===== src/rtl/cpu_bus_pkg.sv =====
// Shared CPU bus definitions: arbiter state encoding, master indices and default widths.
package cpu_bus_pkg;

  localparam int unsigned DEFAULT_AW = 32;
  localparam int unsigned DEFAULT_DW = 32;

  localparam logic M_FETCH = 1'b0;
  localparam logic M_DATA  = 1'b1;

  typedef enum logic [2:0] {
    StIdle,
    StOwn0,
    StOwn1,
    StAbort0,
    StAbort1
  } arb_state_e;

endpackage


===== src/rtl/wb_arbiter_if.sv =====
// Wishbone classic point-to-point link; master modport drives the request side.
interface wb_arbiter_if
  import cpu_bus_pkg::*;
#(
  parameter int unsigned AW = DEFAULT_AW,
  parameter int unsigned DW = DEFAULT_DW
);

  logic            cyc;
  logic            stb;
  logic            we;
  logic [AW-1:0]   addr;
  logic [DW-1:0]   wdata;
  logic [DW/8-1:0] sel;
  logic            ack;
  logic            err;
  logic [DW-1:0]   rdata;

  modport master (
    output cyc, stb, we, addr, wdata, sel,
    input  ack, err, rdata
  );

  modport slave (
    input  cyc, stb, we, addr, wdata, sel,
    output ack, err, rdata
  );

endinterface


===== src/rtl/wb_watchdog.sv =====
// Saturating wait counter that pulses expired on the cycle it sits at TIMEOUT while still enabled.
module wb_watchdog #(
  parameter int unsigned TIMEOUT = 255,
  parameter int unsigned CW      = 8
) (
  input  logic clk,
  input  logic reset,
  input  logic clear,
  input  logic enable,
  output logic expired
);

  logic [CW-1:0] count_q;
  logic [CW-1:0] count_d;
  logic          at_limit;

  assign at_limit = (count_q == CW'(TIMEOUT));

  // A clear in the same cycle (slave terminated) always beats expiry.
  assign expired = enable && !clear && at_limit;

  always_comb begin
    count_d = count_q;
    if (clear) begin
      count_d = '0;
    end else if (enable && !at_limit) begin
      count_d = count_q + CW'(1);
    end
  end

  always_ff @(posedge clk or posedge reset) begin
    if (reset) begin
      count_q <= '0;
    end else begin
      count_q <= count_d;
    end
  end

endmodule


===== src/rtl/wb_arbiter.sv =====
// Two-master round-robin Wishbone classic arbiter with an ack watchdog that aborts stuck cycles.
module wb_arbiter
  import cpu_bus_pkg::*;
#(
  parameter int unsigned AW      = DEFAULT_AW,
  parameter int unsigned DW      = DEFAULT_DW,
  parameter int unsigned TIMEOUT = 255,
  parameter int unsigned CW      = 8
) (
  input  logic        clk,
  input  logic        reset,
  wb_arbiter_if.slave  m0,
  wb_arbiter_if.slave  m1,
  wb_arbiter_if.master s,
  output logic [1:0]  o_grant
);

  arb_state_e state_q;
  logic       last_grant_q;
  logic [1:0] grant_q;

  logic own;
  logic owner_cyc;
  logic wd_clear;
  logic wd_enable;
  logic timeout_hit;

  assign own       = (state_q == StOwn0) || (state_q == StOwn1);
  assign owner_cyc = (state_q == StOwn0) ? m0.cyc :
                     (state_q == StOwn1) ? m1.cyc : 1'b0;

  // Clearing throughout IDLE covers both the grant edge and an early CYC drop.
  assign wd_clear  = (state_q == StIdle) || s.ack || s.err;
  assign wd_enable = own && owner_cyc;

  wb_watchdog #(
    .TIMEOUT (TIMEOUT),
    .CW      (CW)
  ) u_watchdog (
    .clk     (clk),
    .reset   (reset),
    .clear   (wd_clear),
    .enable  (wd_enable),
    .expired (timeout_hit)
  );

  assign o_grant = grant_q;

  always_comb begin
    s.cyc    = 1'b0;
    s.stb    = 1'b0;
    s.we     = 1'b0;
    s.addr   = {AW{1'b0}};
    s.wdata  = {DW{1'b0}};
    s.sel    = {(DW/8){1'b0}};
    m0.ack   = 1'b0;
    m0.err   = 1'b0;
    m0.rdata = {DW{1'b0}};
    m1.ack   = 1'b0;
    m1.err   = 1'b0;
    m1.rdata = {DW{1'b0}};
    case (state_q)
      StOwn0: begin
        s.cyc    = m0.cyc;
        s.stb    = m0.stb;
        s.we     = m0.we;
        s.addr   = m0.addr;
        s.wdata  = m0.wdata;
        s.sel    = m0.sel;
        m0.ack   = s.ack;
        m0.err   = s.err || timeout_hit;
        m0.rdata = s.rdata;
      end
      StOwn1: begin
        s.cyc    = m1.cyc;
        s.stb    = m1.stb;
        s.we     = m1.we;
        s.addr   = m1.addr;
        s.wdata  = m1.wdata;
        s.sel    = m1.sel;
        m1.ack   = s.ack;
        m1.err   = s.err || timeout_hit;
        m1.rdata = s.rdata;
      end
      default: ;
    endcase
  end

  always_ff @(posedge clk or posedge reset) begin
    if (reset) begin
      state_q      <= StIdle;
      last_grant_q <= M_DATA;
      grant_q      <= 2'b00;
    end else begin
      case (state_q)
        StIdle: begin
          if (m0.cyc && (!m1.cyc || (last_grant_q == M_DATA))) begin
            state_q      <= StOwn0;
            last_grant_q <= M_FETCH;
            grant_q      <= 2'b01;
          end else if (m1.cyc) begin
            state_q      <= StOwn1;
            last_grant_q <= M_DATA;
            grant_q      <= 2'b10;
          end
        end
        StOwn0: begin
          if (!m0.cyc) begin
            state_q <= StIdle;
            grant_q <= 2'b00;
          end else if (timeout_hit) begin
            state_q <= StAbort0;
          end
        end
        StOwn1: begin
          if (!m1.cyc) begin
            state_q <= StIdle;
            grant_q <= 2'b00;
          end else if (timeout_hit) begin
            state_q <= StAbort1;
          end
        end
        StAbort0: begin
          if (!m0.cyc) begin
            state_q <= StIdle;
            grant_q <= 2'b00;
          end
        end
        StAbort1: begin
          if (!m1.cyc) begin
            state_q <= StIdle;
            grant_q <= 2'b00;
          end
        end
        default: begin
          state_q <= StIdle;
          grant_q <= 2'b00;
        end
      endcase
    end
  end

endmodule


===== src/flat_wrapper.sv =====
// flat-port wrapper written by rule: the top's interface ports become plain ports
module wb_arbiter_flat import cpu_bus_pkg::*;
#(
  parameter int unsigned AW      = DEFAULT_AW,
  parameter int unsigned DW      = DEFAULT_DW,
  parameter int unsigned TIMEOUT = 255,
  parameter int unsigned CW      = 8
)
  (clk, reset, o_grant, m0_cyc, m0_stb, m0_we, m0_addr, m0_wdata, m0_sel, m0_ack, m0_err, m0_rdata, m1_cyc, m1_stb, m1_we, m1_addr, m1_wdata, m1_sel, m1_ack, m1_err, m1_rdata, s_cyc, s_stb, s_we, s_addr, s_wdata, s_sel, s_ack, s_err, s_rdata);
  wb_arbiter_if #(.AW(AW), .DW(DW)) m0_i ();
  wb_arbiter_if #(.AW(AW), .DW(DW)) m1_i ();
  wb_arbiter_if #(.AW(AW), .DW(DW)) s_i ();
  input  logic clk;
  input  logic reset;
  output logic [1:0] o_grant;
  input wire logic [$bits(m0_i.cyc)-1:0] m0_cyc;
  input wire logic [$bits(m0_i.stb)-1:0] m0_stb;
  input wire logic [$bits(m0_i.we)-1:0] m0_we;
  input wire logic [$bits(m0_i.addr)-1:0] m0_addr;
  input wire logic [$bits(m0_i.wdata)-1:0] m0_wdata;
  input wire logic [$bits(m0_i.sel)-1:0] m0_sel;
  output wire logic [$bits(m0_i.ack)-1:0] m0_ack;
  output wire logic [$bits(m0_i.err)-1:0] m0_err;
  output wire logic [$bits(m0_i.rdata)-1:0] m0_rdata;
  input wire logic [$bits(m1_i.cyc)-1:0] m1_cyc;
  input wire logic [$bits(m1_i.stb)-1:0] m1_stb;
  input wire logic [$bits(m1_i.we)-1:0] m1_we;
  input wire logic [$bits(m1_i.addr)-1:0] m1_addr;
  input wire logic [$bits(m1_i.wdata)-1:0] m1_wdata;
  input wire logic [$bits(m1_i.sel)-1:0] m1_sel;
  output wire logic [$bits(m1_i.ack)-1:0] m1_ack;
  output wire logic [$bits(m1_i.err)-1:0] m1_err;
  output wire logic [$bits(m1_i.rdata)-1:0] m1_rdata;
  output wire logic [$bits(s_i.cyc)-1:0] s_cyc;
  output wire logic [$bits(s_i.stb)-1:0] s_stb;
  output wire logic [$bits(s_i.we)-1:0] s_we;
  output wire logic [$bits(s_i.addr)-1:0] s_addr;
  output wire logic [$bits(s_i.wdata)-1:0] s_wdata;
  output wire logic [$bits(s_i.sel)-1:0] s_sel;
  input wire logic [$bits(s_i.ack)-1:0] s_ack;
  input wire logic [$bits(s_i.err)-1:0] s_err;
  input wire logic [$bits(s_i.rdata)-1:0] s_rdata;
  assign m0_i.cyc = m0_cyc;
  assign m0_i.stb = m0_stb;
  assign m0_i.we = m0_we;
  assign m0_i.addr = m0_addr;
  assign m0_i.wdata = m0_wdata;
  assign m0_i.sel = m0_sel;
  assign m0_ack = m0_i.ack;
  assign m0_err = m0_i.err;
  assign m0_rdata = m0_i.rdata;
  assign m1_i.cyc = m1_cyc;
  assign m1_i.stb = m1_stb;
  assign m1_i.we = m1_we;
  assign m1_i.addr = m1_addr;
  assign m1_i.wdata = m1_wdata;
  assign m1_i.sel = m1_sel;
  assign m1_ack = m1_i.ack;
  assign m1_err = m1_i.err;
  assign m1_rdata = m1_i.rdata;
  assign s_cyc = s_i.cyc;
  assign s_stb = s_i.stb;
  assign s_we = s_i.we;
  assign s_addr = s_i.addr;
  assign s_wdata = s_i.wdata;
  assign s_sel = s_i.sel;
  assign s_i.ack = s_ack;
  assign s_i.err = s_err;
  assign s_i.rdata = s_rdata;
  wb_arbiter #(.AW(AW), .DW(DW), .TIMEOUT(TIMEOUT), .CW(CW)) u_core (.clk(clk), .reset(reset), .m0(m0_i), .m1(m1_i), .s(s_i), .o_grant(o_grant));
endmodule

===== config.mk =====
export PLATFORM = sky130hd
export DESIGN_NAME = wb_arbiter_flat
export DESIGN_NICKNAME = d
export VERILOG_FILES = /design/src/rtl/cpu_bus_pkg.sv /design/src/rtl/wb_arbiter_if.sv /design/src/rtl/wb_watchdog.sv /design/src/rtl/wb_arbiter.sv /design/src/flat_wrapper.sv
export SDC_FILE = /design/constraint.sdc
export NUM_CORES = 1
export LEC_CHECK = 0
export ABC_AREA = 1
export BUFFER_PORTS_ARGS = -buffer_cell sky130_fd_sc_hd__buf_2
export CAP_MARGIN = 40
export CORE_AREA = 2 2 124 126
export CTS_BUF_LIST = sky130_fd_sc_hd__clkbuf_8
export DETAILED_ROUTE_END_ITERATION = 8
export DIE_AREA = 0 0 126 128
export PLACE_DENSITY = 0.49
export SYNTH_ARGS = -nofsm -noshare
export SYNTH_HDL_FRONTEND = slang
export SYNTH_SLANG_ARGS = --single-unit

===== constraint.sdc =====
create_clock -name clk -period 1.9 [get_ports clk]
set_input_delay 0.19 -clock clk [delete_from_list [all_inputs] [get_ports clk]]
set_output_delay 0.19 -clock clk [all_outputs]
set_load 0.1 [all_outputs]

==> results of run 1 <==
==> synthesized netlist by cell type (all sizes together) <==
| cell type | n |
|---|---|
| or2 | 1 |
| xnor2 | 1 |
| dfrtp | 13 |
| o22ai | 70 |
| dfstp | 1 |
| o21ai | 10 |
| inv | 190 |
| nor2 | 84 |
| a21oi | 4 |
| nand3 | 17 |
| nand2 | 34 |
| clkbuf | 7 |
| nand4 | 1 |
| nor3 | 2 |
| o21bai | 2 |
| buf | 15 |
| xor2 | 3 |
| ha | 1 |
==> cell families after synthesis <==
kind of cell / count (synthesis) / synth area share, %
buf+inv: 212 / 34.18
compound gates: 86 / 22.48
simple gates: 139 / 26.54
xor+xnor: 4 / 1.475
flops: 14 / 14.80
fa+ha+maj: 1 / 0.5265
==> final cells by class <==
cell class,count,area [um^2]
tap,188,235.2
fill,1346,6880
multi-input combinational,230,2456
timing repair buffer,350,4161
inverter,190,719.4
clock buffer,4,55.05
sequential,14,354.1
antenna,1,2.502
==> what timing repair did <==
action                                 CTS  global route
gates resized for setup                 23            27
endpoints found under the hold margin    0             0
setup endpoints to repair               79            83
pin swaps                                3             3
gates cloned                             1             0
setup buffers                           13             4
==> metrics by stage <==
stage          TNS (ns)  instances
6_report        -0.9985        977
5_1_grt          -4.832        976
4_1_cts          -1.525        972
3_5_place_dp          0        954
3_3_place_gp          0        954
2_1_floorplan    -30.35        456
==> flip-flops by register name, summed over array words and instances, names as in the netlist <==
register and count:
u_core.u_watchdog.count_q 8, u_core.state_q 3, u_core.o_grant 2, u_core.last_grant_q 1
==> final timing paths <==
kind                                                             to  slack (ns)  depth (start not counted)
max                                                        s_sel[3]       -0.04                          7
max reg2reg                u_core.u_watchdog.count_q[0]$_DFFE_PP0P_        0.39                          9
min                        u_core.u_watchdog.count_q[1]$_DFFE_PP0P_       -0.01                          2
min in group clk                      u_core.state_q[2]$_DFFE_PP0P_        0.23                          3
max in group asynchronous             u_core.state_q[0]$_DFFE_PP0P_        1.51                          2
min reg2reg                         u_core.last_grant_q$_DFFE_PP1P_        0.50                          2
==> per-layer routing <==
layer  track usage, %  up-vias
li1                 -     2008
met1            20.35     1823
met2            30.42      182
met3            4.967       14
met4            2.586        0
met5                0        -
==> worst max-delay path: stages (launching register included) <==
cell     delay [ns]
dfrtp_2        0.45
inv_2          0.09
nand3_4        0.12
buf_12         0.17
buf_16         0.15
buf_12         0.15
o22ai_4        0.16
buf_12         0.20
==> summary.txt, run 1 <==
Logic synthesis
  • Synthesis-stage register bit count: 14
  • Synth warn: 0
  • Synthesized area: 2376 um^2
  • Syn nets: 635
  • Area leader, netlist: inv_1
  • Top post-synthesis cells by area: inv_1 30%, o22ai_1 18%, dfrtp_1 14%
  • Register area share after synthesis: 14.80%
  • Post-synth cell types: 28
  • Top cell type's share of synthesized area: 29.70%
  • Mean Syn Cell Area: 5.211 um^2
  • Cells after Synth: 456

Die
  • Die height: 128 um
  • CORE AREA: 14860 um^2
  • Die ar.: 16130 um^2
  • Initial core utilization: 15.98%
  • Ports: 319
  • Die width: 126 um
  • # rows: 45

Timing
  • Max-slew violation count: 0
  • Final-report hold violation count: 13
  • Final clock skew: 0.0008181 ns
  • # setup viols final: 40
  • Hold Slack: -0.01385 ns
  • Fmax achieved: 0.5153 GHz
  • Part of the cycle the worst path needs: 102.1%
  • Final WS setup: -0.04051 ns
  • Unrepaired setup endpoints after global routing: true
  • Worst-Margin Slew: 0.5594 ns
  • Max-slew headroom: 62.67%
  • Post-layout minimum cycle time: 1.941 ns

Critical path
  • Peak fanout along the critical path: 7
  • Crit path required time: 1.71 ns
  • Kind of critical path: flip-flop to output port
  • Crit end category: output port
  • Critical Path Source: u_core.state_q[0]$_DFFE_PP0P_
  • Crit start category: flip-flop
  • CP arrival: 1.75 ns
  • Critical R2R Launch: u_core.state_q[0]$_DFFE_PP0P_

Drt
  • WL/cell: 14.70 um
  • Met1 wire length: 5.344 mm
  • WL met2: 7.629 mm
  • Max layer used: met4
  • Drt first pass iters: 4
  • Metal3 WL: 1.224 mm
  • Drt total wl: 14.37 mm
  • Vias: 4027
  • DR iter-0 viols: 97
  • Drt drc: 0
  • Number of vias per cell: 4.122
  • Antenna viol nets, final: 0

GRT
  • Pin count of the biggest net entering global routing: 54
  • First-pass GRT wire length: 22.12 mm
  • GR Util All Layers: 16.92%
  • Initial antenna violation count: 0
  • Vias in the first global route: 4068
  • GRT overflow: 0

Cells and area
  • Final core utilization: 53.71%
  • Area grow syn2layout: 236.0%
  • Nets: 968
  • Commonest non-fill, non-tap cell in the layout: inv_1
  • Design Area, Final: 7984 um^2
  • Most frequent cells in the layout: 185 x inv_1, 179 x buf_2, 151 x buf_12
  • Layout cells sized above 1: 63.58%

Clocking
  • H-tree Lvls: 1
  • CTS sink count: 14
  • Max Root-Sink Buffers: 2
  • Clk_lat worst skew: 0.24 ns
  • CTS tree: built
  • CTS root buffer: clkbuf_8
  • CTS buffer count: 3
  • Clock transition at the registers of the reported paths: 0.06 ns
  • Post-cts hold buffer count: 0

Placed design
  • DP Worst Slack: 0.1036 ns
  • I/O Buffers: 318
  • Placed instance area: 7506 um^2
  • RePlAce Congestion: 0.7644
  • Dpl hpwl: 12.30 mm

Status
  • Status: finished with violations
  • Failing checks: negative hold slack, negative setup slack

Job
  • Number of max-cap violations: 0

Hold path
  • HP Class: input pin to async pin
Power of run 1 is left out: the tool's default activity adds up to more than one toggle a clock period on the data nets, which glitch-free logic cannot reach.
==> run 2: changes to the inputs <==
==> constraint.sdc (replaced) <==
create_clock -name clk -period 2.3 [get_ports clk]
set_input_delay 0.23 -clock clk [delete_from_list [all_inputs] [get_ports clk]]
set_output_delay 0.23 -clock clk [all_outputs]
set_load 0.1 [all_outputs]
==> run 2 against run 1 <==
Net effect: the run now ends clean; utilization down 7.8 points; first-iteration DRC count up 85%; design area down 15%; cell count down 2.6%; count of clock-buffer cells in the layout unchanged; register-to-register slack better by 0.29 ns; die area unchanged; hold slack better by 0.032 ns; global-route usage up 0.77 points; wire length up 7.0%; largest cell class unchanged.
==> summary.txt, run 2 (synthesized netlist as in run 1, its figures left out) <==
Cells and area
  • Layout cells sized above 1: 60.10%
  • Register name with the most flops: u_core.u_watchdog.count_q
  • Most frequent cells in the layout: 187 x inv_1, 179 x buf_2, 142 x buf_12
  • Area grow syn2layout: 187.2%
  • Non-Filler Instances: 952
  • Max reg flops: 8
  • Nets: 942
  • Commonest non-fill, non-tap cell in the layout: inv_1

Die
  • Die height: 128 um
  • Initial core utilization: 15.98%
  • CORE AREA: 14860 um^2
  • Die width: 126 um
  • Die ar.: 16130 um^2
  • Ports: 319
  • # rows: 45

Timing
  • Worst-Margin Slew: 0.5946 ns
  • # setup viols final: 0
  • Unrepaired setup endpoints after global routing: false
  • Post-layout minimum cycle time: 2.168 ns
  • Hold Slack: 0.01793 ns
  • Fmax achieved: 0.4612 GHz
  • Part of the cycle the worst path needs: 94.27%
  • Final-report hold violation count: 0
  • Max-slew violation count: 0
  • Max-slew headroom: 60.36%
  • Final clock skew: 0.003824 ns

Critical path
  • CP arrival: 1.94 ns
  • Crit path required time: 2.07 ns
  • Crit end category: output port
  • Kind of critical path: flip-flop to output port
  • Flop-to-flop setup slack: 0.68 ns
  • Crit start category: flip-flop
  • Peak fanout along the critical path: 70

Drt
  • Metal3 WL: 1.270 mm
  • Met1 wire length: 6.648 mm
  • Number of vias per cell: 4.035
  • Drt total wl: 15.37 mm
  • Drt drc: 0
  • DR iter-0 viols: 179
  • Max layer used: met4
  • Drt first pass iters: 4
  • WL/cell: 16.14 um
  • WL met2: 7.402 mm
  • Vias: 3841
  • Antenna viol nets, final: 0

Clocking
  • Number of setup buffers added after CTS: 0
  • Post-CTS Resized: 0
  • CTS tree: built
  • Max Root-Sink Buffers: 2
  • Post-cts hold buffer count: 0
  • H-tree Lvls: 1
  • CTS sink count: 14
  • Clock transition at the registers of the reported paths: 0.06 ns
  • CTS buffer count: 3
  • Clk_lat worst skew: 0.25 ns
  • CTS root buffer: clkbuf_8

GRT
  • GRT overflow: 0
  • First-pass GRT wire length: 22.06 mm
  • Initial antenna violation count: 1
  • Pin count of the biggest net entering global routing: 71
  • GR Util All Layers: 17.69%
  • Vias in the first global route: 3667

Placed design
  • Dpl hpwl: 13.16 mm
  • Placed instance count: 946
  • I/O Buffers: 318
  • RePlAce Congestion: 0.8181

Status
  • Status: completed

Hold path
  • HP Class: input pin to async pin

Job
  • Number of max-cap violations: 0
[run 2: cell count changes in the layout (fill, tap and decap cells not counted), moves of 2 or more]
cell     delta
inv_1       +2
dfrtp_1     +2
dfrtp_2     -2
o22ai_4    -66
buf_16      -3
o22ai_1    +22
buf_12      -9
nor2_2     +34
buf_4      -11
buf_6       -2
nor2_1     -11
o22ai_2    +44
nor2_4     -23
[run 2: layout make-up]
cell class / instances / area [um^2]
Fill cell: 1468 / 8041
Clock buffer: 4 / 55.05
Sequential cell: 14 / 351.6
Timing Repair Buffer: 324 / 3761
Multi-Input combinational cell: 230 / 1698
Tap cell: 188 / 235.2
Antenna cell: 2 / 5.005
Inverter: 190 / 716.9
[run 2: routing by layer]
layer,up-vias,global-route usage (%)
li1,1957,-
met1,1674,24.47
met2,204,29.60
met3,6,3.798
met4,0,1.228
met5,-,0
[run 2: path summary, 6_finish.rpt]
kind                                                            end  cells past startpoint                            start
max                                                     s_wdata[28]                      5    u_core.state_q[2]$_DFFE_PP0P_
min                                   u_core.o_grant[1]$_DFFE_PP0P_                      2                            reset
max reg2reg                           u_core.state_q[1]$_DFFE_PP0P_                      6    u_core.state_q[1]$_DFFE_PP0P_
min reg2reg                         u_core.last_grant_q$_DFFE_PP1P_                      2  u_core.last_grant_q$_DFFE_PP1P_
max in group asynchronous  u_core.u_watchdog.count_q[3]$_DFFE_PP0P_                      2                            reset
min in group clk                      u_core.state_q[2]$_DFFE_PP0P_                      3                           m1_cyc
[run 2: critical path, stage by stage, from the launching register on]
cell and delay, ns:
dfrtp_1 0.40, inv_2 0.18, nand3_4 0.12, buf_12 0.21, o22ai_1 0.45, buf_12 0.24
[run 2: per-stage QoR]
step                      setup TNS (ns)  setup slack [ns]  util [%]  cell area (um^2)
after floorplan                   -10.15           -0.4248         -              2840
after global placement                 0            0.3797     45.43              6753
after detailed placement               0            0.3480     45.43              6753
after CTS                              0           0.06530     45.80              6808
after global routing                   0           0.03921     45.88              6820
final                                  0            0.1318     45.90              6823
Power of run 2 is left out for the same reason.
